## config.mk

```make
export PLATFORM = sky130hd
export DESIGN_NAME = prog_loader
export DESIGN_NICKNAME = d
export VERILOG_FILES = /design/src/rtl/prog_loader.sv
export SDC_FILE = /design/constraint.sdc
export NUM_CORES = 1
export LEC_CHECK = 0
export CORE_MARGIN = 2
export CORE_UTILIZATION = 35
export CTS_BUF_LIST = sky130_fd_sc_hd__clkbuf_4
export DETAILED_ROUTE_END_ITERATION = 10
export PLACE_DENSITY = 0.65
export SYNTH_ARGS = -nofsm -noshare
export SYNTH_HDL_FRONTEND = slang
export SYNTH_SLANG_ARGS = --single-unit
```

## constraint.sdc

```tcl
create_clock -name clk -period 1.89 [get_ports clk]
set_clock_uncertainty 0.2 [all_clocks]
set_input_delay 0.2835 -clock clk [delete_from_list [all_inputs] [get_ports clk]]
set_output_delay 0.2835 -clock clk [all_outputs]
set_load 0.05 [all_outputs]
```

## src/rtl/prog_loader.sv

```systemverilog
// Program image loader: takes a length word, N program words and a checksum word,
// writes the program words into RAM and reports done or err.
module prog_loader #(
    parameter int unsigned ADDR_W    = 8,
    parameter int unsigned DATA_W    = 8,
    parameter int unsigned BASE_ADDR = 0
) (
    input  logic              clk,
    input  logic              rst,
    input  logic              start,
    input  logic              in_valid,
    input  logic [DATA_W-1:0] in_data,
    output logic              in_ready,
    output logic              bus_req,
    output logic [ADDR_W-1:0] addr_out,
    output logic [DATA_W-1:0] data_out,
    output logic              wr_en_out,
    output logic              cpu_hold,
    output logic              done,
    output logic              err
);

    // Wide enough to hold BASE_ADDR + N and 2^ADDR_W without wrapping.
    localparam int unsigned EXT_W = ((ADDR_W > DATA_W) ? ADDR_W : DATA_W) + 2;
    localparam logic [EXT_W-1:0] BASE_EXT = EXT_W'(BASE_ADDR);
    localparam logic [EXT_W-1:0] SPACE    = EXT_W'(1) << ADDR_W;

    typedef enum logic [2:0] {
        S_IDLE,
        S_LEN,
        S_LOAD,
        S_CSUM,
        S_DONE,
        S_ERR
    } state_t;

    state_t            state_reg, state_next;
    logic [DATA_W-1:0] remain_reg, remain_next;
    logic [DATA_W-1:0] sum_reg, sum_next;
    logic [ADDR_W-1:0] addr_cnt_reg, addr_cnt_next;
    logic              in_ready_reg, in_ready_next;
    logic              bus_req_reg, bus_req_next;
    logic [ADDR_W-1:0] addr_out_reg, addr_out_next;
    logic [DATA_W-1:0] data_out_reg, data_out_next;
    logic              wr_en_reg, wr_en_next;
    logic              cpu_hold_reg, cpu_hold_next;
    logic              done_reg, done_next;
    logic              err_reg, err_next;

    logic              accept;
    logic [EXT_W-1:0]  len_ext;

    assign accept  = in_valid && in_ready_reg;
    assign len_ext = EXT_W'(in_data);

    always_ff @(posedge clk) begin
        if (rst) begin
            state_reg    <= S_IDLE;
            remain_reg   <= '0;
            sum_reg      <= '0;
            addr_cnt_reg <= '0;
            in_ready_reg <= 1'b0;
            bus_req_reg  <= 1'b0;
            addr_out_reg <= '0;
            data_out_reg <= '0;
            wr_en_reg    <= 1'b0;
            cpu_hold_reg <= 1'b0;
            done_reg     <= 1'b0;
            err_reg      <= 1'b0;
        end else begin
            state_reg    <= state_next;
            remain_reg   <= remain_next;
            sum_reg      <= sum_next;
            addr_cnt_reg <= addr_cnt_next;
            in_ready_reg <= in_ready_next;
            bus_req_reg  <= bus_req_next;
            addr_out_reg <= addr_out_next;
            data_out_reg <= data_out_next;
            wr_en_reg    <= wr_en_next;
            cpu_hold_reg <= cpu_hold_next;
            done_reg     <= done_next;
            err_reg      <= err_next;
        end
    end

    always_comb begin
        state_next    = state_reg;
        remain_next   = remain_reg;
        sum_next      = sum_reg;
        addr_cnt_next = addr_cnt_reg;
        in_ready_next = in_ready_reg;
        bus_req_next  = bus_req_reg;
        addr_out_next = addr_out_reg;
        data_out_next = data_out_reg;
        wr_en_next    = 1'b0;
        cpu_hold_next = cpu_hold_reg;
        done_next     = done_reg;
        err_next      = err_reg;

        case (state_reg)
            S_IDLE, S_DONE, S_ERR: begin
                if (start) begin
                    state_next    = S_LEN;
                    in_ready_next = 1'b1;
                    bus_req_next  = 1'b1;
                    cpu_hold_next = 1'b1;
                    done_next     = 1'b0;
                    err_next      = 1'b0;
                end
            end
            S_LEN: begin
                if (accept) begin
                    remain_next   = in_data;
                    sum_next      = '0;
                    addr_cnt_next = ADDR_W'(BASE_ADDR);
                    if (BASE_EXT + len_ext > SPACE) begin
                        state_next    = S_ERR;
                        err_next      = 1'b1;
                        bus_req_next  = 1'b0;
                        in_ready_next = 1'b0;
                    end else if (in_data == '0) begin
                        state_next = S_CSUM;
                    end else begin
                        state_next = S_LOAD;
                    end
                end
            end
            S_LOAD: begin
                if (accept) begin
                    wr_en_next    = 1'b1;
                    addr_out_next = addr_cnt_reg;
                    data_out_next = in_data;
                    addr_cnt_next = addr_cnt_reg + ADDR_W'(1);
                    sum_next      = sum_reg + in_data;
                    remain_next   = remain_reg - DATA_W'(1);
                    if (remain_reg == DATA_W'(1)) begin
                        state_next = S_CSUM;
                    end
                end
            end
            S_CSUM: begin
                if (accept) begin
                    in_ready_next = 1'b0;
                    bus_req_next  = 1'b0;
                    if (in_data == sum_reg) begin
                        state_next    = S_DONE;
                        done_next     = 1'b1;
                        cpu_hold_next = 1'b0;
                    end else begin
                        state_next = S_ERR;
                        err_next   = 1'b1;
                    end
                end
            end
            default: begin
                state_next = S_IDLE;
            end
        endcase
    end

    assign in_ready  = in_ready_reg;
    assign bus_req   = bus_req_reg;
    assign addr_out  = addr_out_reg;
    assign data_out  = data_out_reg;
    assign wr_en_out = wr_en_reg;
    assign cpu_hold  = cpu_hold_reg;
    assign done      = done_reg;
    assign err       = err_reg;

endmodule

```

==> impl_metrics.env <==
export IMPL_clk_latency_ns=0.38
export IMPL_required_ns=2.02
export IMPL_holdCritPathClass="input pin to register"
export IMPL_min_period_ns=1.83
export IMPL_synthCells=308
export IMPL_drive_gt1_share_pct=25.4
export IMPL_final_common_cell="buf_4"
export IMPL_final_cell_mix="buf_4, nand2_1, dfxtp_1"
export IMPL_antenna_cells=0
export IMPL_synth_main_ff_cell="dfxtp_1"
export IMPL_slew_headroom_pct=62.9
export IMPL_synth_nets=331
export IMPL_yosysWarningCount=0
export IMPL_io_buffers=33
export IMPL_synth_area_um2=2440
export IMPL_tightest_slew_ns=0.552
export IMPL_vias=2371
export IMPL_finalSetupViolCount=0
export IMPL_dieWidth_um=87.5
export IMPL_final_setup_tns_ns=0
export IMPL_area_growth_pct=31.7
export IMPL_antenna_found_initial=0
export IMPL_outcome="finished, final reports clean"
export IMPL_power_per_cell_area_nw_per_um2=660
export IMPL_num_io_pins=34
export IMPL_yosysUniqueCellTypes=47
export IMPL_synth_area_leaders="dfxtp_1, nand2_1, a21oi_1"
export IMPL_wire_per_inst_um=14.0
export IMPL_place_hpwl_um=4300
export IMPL_yosysTopAreaCell="dfxtp_1"
export IMPL_crit_path_end="sum_reg[4]"
export IMPL_core_area_um2=6760
export IMPL_p_total_mw=2.12
export IMPL_ctsLongestPathBuffers=2
export IMPL_max_vdd_ir_drop_mv=0.303
export IMPL_placed_cell_area_um2=2980
export IMPL_synth_seq_cells=48
export IMPL_yosysTopAreaCellShare_pct=39.4
export IMPL_cts_tree="built"
export IMPL_die_area_um2=7660
export IMPL_die_h_um=87.5
export IMPL_rsz0062_at_grt="yes"
export IMPL_crit_start="sum_reg[0]"
export IMPL_critPathArrivalTime_ns=1.96
export IMPL_htreeDepth=2
export IMPL_initial_core_util_pct=36.1
export IMPL_path_class="register to register"
export IMPL_overflow=0
export IMPL_worst_r2r_cell_count=7
export IMPL_fin_area_um2=3220
export IMPL_clock_root_buffer="clkbuf_4"
export IMPL_cts_buffers=5
export IMPL_final_antenna_net_count=0
export IMPL_async_flop_share_pct=0
export IMPL_nNetsFinal=388
export IMPL_drtIter0Drc=172
export IMPL_cap_violations=0
export IMPL_synth_edf_count=0
export IMPL_drc_errors=0
export IMPL_hold_viol=0
export IMPL_grt_start_max_net_pins=29
export IMPL_globalplace_congestion=0.862
export IMPL_n_fill_cell=663
export IMPL_slew_viol_final=0
export IMPL_grt_pass1_vias=2186
export IMPL_hp_start="rst"
export IMPL_numClockSinks=48
export IMPL_cellLeakagePower_nw=1.22
export IMPL_cp_end_kind="register"
export IMPL_grt_total_usage_pct=16.5
export IMPL_period_share_pct=96.9
export IMPL_r2r_start="sum_reg[0]"
export IMPL_crit_fanout=3
export IMPL_vias_per_cell=5.32
export IMPL_wl_um=6240
export IMPL_grt_pass1_wl_um=10200
export IMPL_r2r_slack_ns=0.06
export IMPL_worst_setup_path_start_kind="register"
export IMPL_syn_avg_cell_area_um2=7.93
export IMPL_first_pass_iters=4
export IMPL_path_clk_slew_ns=0.16
export IMPL_fmax_mhz=546
export IMPL_ys_seq_area_share_pct=39.4
export IMPL_worstReg2RegEnd="sum_reg[4]"
export IMPL_row_count=30
how the worst min path moves through the flow:
stage	to	cells past startpoint
after detailed placement	addr_out[5]	2
final	sum_reg[7]	4
after global routing	data_out[0]	4
after global placement	err	2
after floorplan	data_out[0]	2
after CTS	sum_reg[7]	4
synth_stat cells (2+ instances only):
| cell type | instances |
|---|---|
| clkbuf_1 | 12 |
| buf_4 | 3 |
| o22ai_1 | 3 |
| nand2_1 | 53 |
| and3_1 | 3 |
| a21oi_1 | 39 |
| xnor2_1 | 4 |
| dfxtp_1 | 48 |
| ha_1 | 10 |
| nor2_1 | 32 |
| a211oi_1 | 4 |
| nor3_1 | 5 |
| a311oi_1 | 3 |
| xor2_1 | 3 |
| o21ai_0 | 16 |
| or4b_1 | 2 |
| buf_2 | 3 |
| a22oi_1 | 6 |
| inv_1 | 4 |
| nand2b_1 | 3 |
| or4_1 | 2 |
| nor4_1 | 4 |
| a31oi_1 | 2 |
| nand3_1 | 7 |
| a21o_1 | 3 |
| o211ai_1 | 2 |
| o21a_1 | 2 |
| and2_1 | 2 |
| nand3b_1 | 8 |
| nand4b_1 | 2 |
| a221oi_1 | 2 |
through the flow:
step / std cells / setup WS (ns) / utilization (%) / hold WS, ns
finish: 446 / 0.0594 / 47.6 / 0.134
global route: 446 / -0.0263 / 47.6 / 0.169
CTS: 443 / -0.0378 / 45.8 / 0.134
detailed placement: 434 / -0.561 / 44.1 / 0.248
global placement: 434 / -0.494 / 44.1 / 0.243
floorplan: 308 / 0.0224 / - / 0.220
repair_timing:
action	CTS	global route
cloned	0	0
setup buffers	1	3
resized for setup	6	21
hold buffers	0	0
pin swaps	3	6
endpoints found under the setup margin	4	15
critical path, stage by stage (launching register included):
cell and delay (ns):
dfxtp_2 0.37, ha_4 0.16, fa_2 0.39, a21o_1 0.20
a21oi_2 0.14, xnor2_1 0.13, nand2_1 0.07, a21oi_1 0.12
metal layers:
metal  up-vias  track usage [%]  wire, um
met4         0             6.29       157
met3        12             3.03       266
met2        51             26.0      2870
li1       1199                -         -
met1      1109             22.5      2950
met5         -                0         0
cell type report:
cell class,instances,area [um^2],area share (%)
clock buffer,5,37.5,1.17
clock inverter,3,45.0,1.40
inverter,4,15.0,0.467
multi-input combinational,236,1480,46.1
sequential,48,971,30.2
tap,80,100,3.11
timing repair buffer,70,564,17.5
report_power, final:
part / internal (mW) / switching (mW) / leakage, nW / total, mW
sequential: 1.04 / 0.0283 / 0.391 / 1.07
combinational: 0.173 / 0.223 / 0.781 / 0.396
clock: 0.285 / 0.374 / 0.0461 / 0.659
total: 1.50 / 0.625 / 1.22 / 2.12
kinds of logic (layout without fill, tap and decap cells):
| logic type | after synthesis | after routing | synth area share, % |
|---|---|---|---|
| compound gates | 88 | 88 | 21.7 |
| xor+xnor | 7 | 7 | 2.51 |
| fa+ha+maj | 11 | 11 | 5.95 |
| buf+inv | 24 | 82 | 4.61 |
| flops | 48 | 48 | 39.4 |
| simple gates | 130 | 130 | 25.8 |
(Power assumes the default switching activity.)
==> patch, RTL diff (same settings) <==
`DATA_W`: 8 -> 6.
--- a/src/rtl/prog_loader.sv
+++ b/src/rtl/prog_loader.sv
@@ -2,7 +2,7 @@
 // writes the program words into RAM and reports done or err.
 module prog_loader #(
     parameter int unsigned ADDR_W    = 8,
-    parameter int unsigned DATA_W    = 8,
+    parameter int unsigned DATA_W    = 6,
     parameter int unsigned BASE_ADDR = 0
 ) (
     input  logic              clk,
Interface: changed (resized data_out and in_data); port bits go from 34 to 30. The function was not compared with the original's and may differ.
==> patch against the unedited design <==
The flow now finishes with violations (setup timing); final area shrank 13%; power decreased by 9.3%; wire length decreased by 20%; sequential cell count is 6 lower; clock power down 32%; worst setup slack got worse by 0.20 ns; sequential power fell by 9.8%; area after synthesis shrank 13%; sequential share of layout area rose by 0.27 points; critical endpoint is now sum_reg[5]; largest cell class unchanged.
==> patch: results (changes against the unedited design) <==
Placed design
  – Post-DP HPWL: 3.654 mm (-15%)
  – Placed Cells: 374 (-14%)
  – Port Buffers: 29 (-12%)
  – Post-Place Cell Area: 0.002694 mm² (-9.5%)
  – Placement Setup Slack: -0.6793 ns (-0.1187 ns)
  – RePlAce Congestion: 0.8252 (-4.2%)

Timing
  – Endpoints failing setup: 1 (+1)
  – Slew headroom: 70.07% (+7.2 points)
  – Worst Slack Setup Final: -0.1440 ns (-0.2034 ns)
  – Final setup TNS: -0.1440 ns (-0.1440 ns)

CTS
  – # H-tree levels: 2 (unchanged)
  – Setup Buffers After CTS: 2 (+1)
  – Clk_lat worst skew: 0.35 ns (-0.03 ns)
  – Clk buf depth: 2 (unchanged)
  – CTS resizes: 17 (+11)
  – Root buffer cell: clkbuf_4
  – Clk slew on worst S/H paths: 0.12 ns (-0.04 ns)

GRT
  – Vias in the first global route: 1797 (-18%)
  – Pin count of the biggest net entering global routing: 22 (-24%)
  – Met2 Use GR: 25.08% (-0.88 points)
  – Met1 usage: 21.18% (-1.3 points)
  – Initial antenna violation count: 0 (unchanged)
  – Grt met3 use: 3.187% (+0.15 points)
  – First-pass GRT wire length: 8.197 mm (-19%)
  – GRT Util Overall: 15.82% (-0.68 points)

Finish
  – Nets: 328 (-15%)
  – Antenna cells: 0 (unchanged)
  – Final Instance Count excl. Fillers: 385 (-14%)
  – Fillers: 604 (-8.9%)
  – Share of cells above drive strength 1: 28.71% (+3.3 points)

Synthesis
  – Most frequent cells after synthesis: dfxtp_1, nand2_1, a21oi_1
  – Fraction of registers with async set/reset: 0% (unchanged)
  – Mean Syn Cell Area: 8.348 µm² (+5.3%)
  – Register area share after synthesis: 39.81% (+0.45 points)
  – Syn_nets: 272 (-18%)
  – Unique masters post-synth: 49 (+4.3%)
  – Largest cells by area after synthesis: dfxtp_1, a21oi_1, nand2_1, ha_1, nor2_1

Run
  – Max-cap violations: 0 (unchanged)

Min path
  – HP Class: flip-flop to flip-flop

Status
  – Failing checks: setup timing
  – Outcome: finished with violations

Critical path
  – Critical path's top delay family: compound AO/OA/AOI/OAI gates
  – CP max-delay cell: a2111oi_4
  – Crit-path max cell delay: 0.39 ns (about the same)
  – CP arrival: 2.08 ns (+0.12 ns)

Pwr
  – Worst vdd ir: 288.3 µV (-4.8%)
  – Leak Pwr: 1.079 nW (-11%)

Detailed routing
  – DR iter-0 viols: 118 (-31%)
  – DRT Wirelength: 4.998 mm (-20%)
  – Vias per cell: 5.184 (-2.5%)
  – Met2 WL: 2.266 mm (-21%)
  – M1 wire length: 2.491 mm (-16%)
  – Pre-Repair DR Iteration Count: 4 (unchanged)
  – Max Used Layer: met4
  – DR WL met3: 148 µm (-44%)
[patch: cell count changes in the layout (fill, tap and decap cells not counted), sizes merged, moves of 5 or more]
| cell | before | now |
|---|---|---|
| nor2 | 33 | 23 |
| buf | 60 | 55 |
| nor3 | 5 | 12 |
| a21oi | 39 | 30 |
| dfxtp | 48 | 42 |
| o21ai | 16 | 8 |
| nand2 | 54 | 40 |
| nand3b | 8 | 2 |
[patch: kinds of logic (layout without fill, tap and decap cells)]
logic type      after synthesis  in the layout  share of synthesized area (%)
compound gates               70             70                          22.16
xor+xnor                      6              6                          2.488
fa+ha+maj                     9              9                          5.687
buf+inv                      21             78                          5.627
flops                        42             42                          39.81
mux                           1              1                         0.5331
simple gates                104            104                          23.70
[patch: where the power goes]
group | leakage [nW] | switching (mW) | internal (mW)
Sequential | 0.343 | 0.0385 | 0.926
Combinational | 0.703 | 0.297 | 0.217
Clock | 0.0331 | 0.291 | 0.155
[patch: area by class of cell]
| class | instances | area (µm²) | area share, % |
|---|---|---|---|
| multi-input combinational | 190 | 1255 | 44.74 |
| inverter | 6 | 22.52 | 0.8029 |
| clock inverter | 2 | 8.758 | 0.3122 |
| timing repair buffer | 64 | 525.5 | 18.73 |
| tap | 75 | 93.84 | 3.345 |
| sequential | 42 | 854.6 | 30.46 |
| clock buffer | 6 | 45.04 | 1.606 |
[patch: final timing paths]
path | startpoint | slack, ns | end | depth (start not counted)
worst max register to register | sum_reg[3] | -0.14 | sum_reg[5] | 5
worst min register to register | data_out[5] | 0.26 | data_out[5] | 2
worst max-delay path | sum_reg[3] | -0.14 | sum_reg[5] | 5
worst min-delay path | data_out[5] | 0.26 | data_out[5] | 2
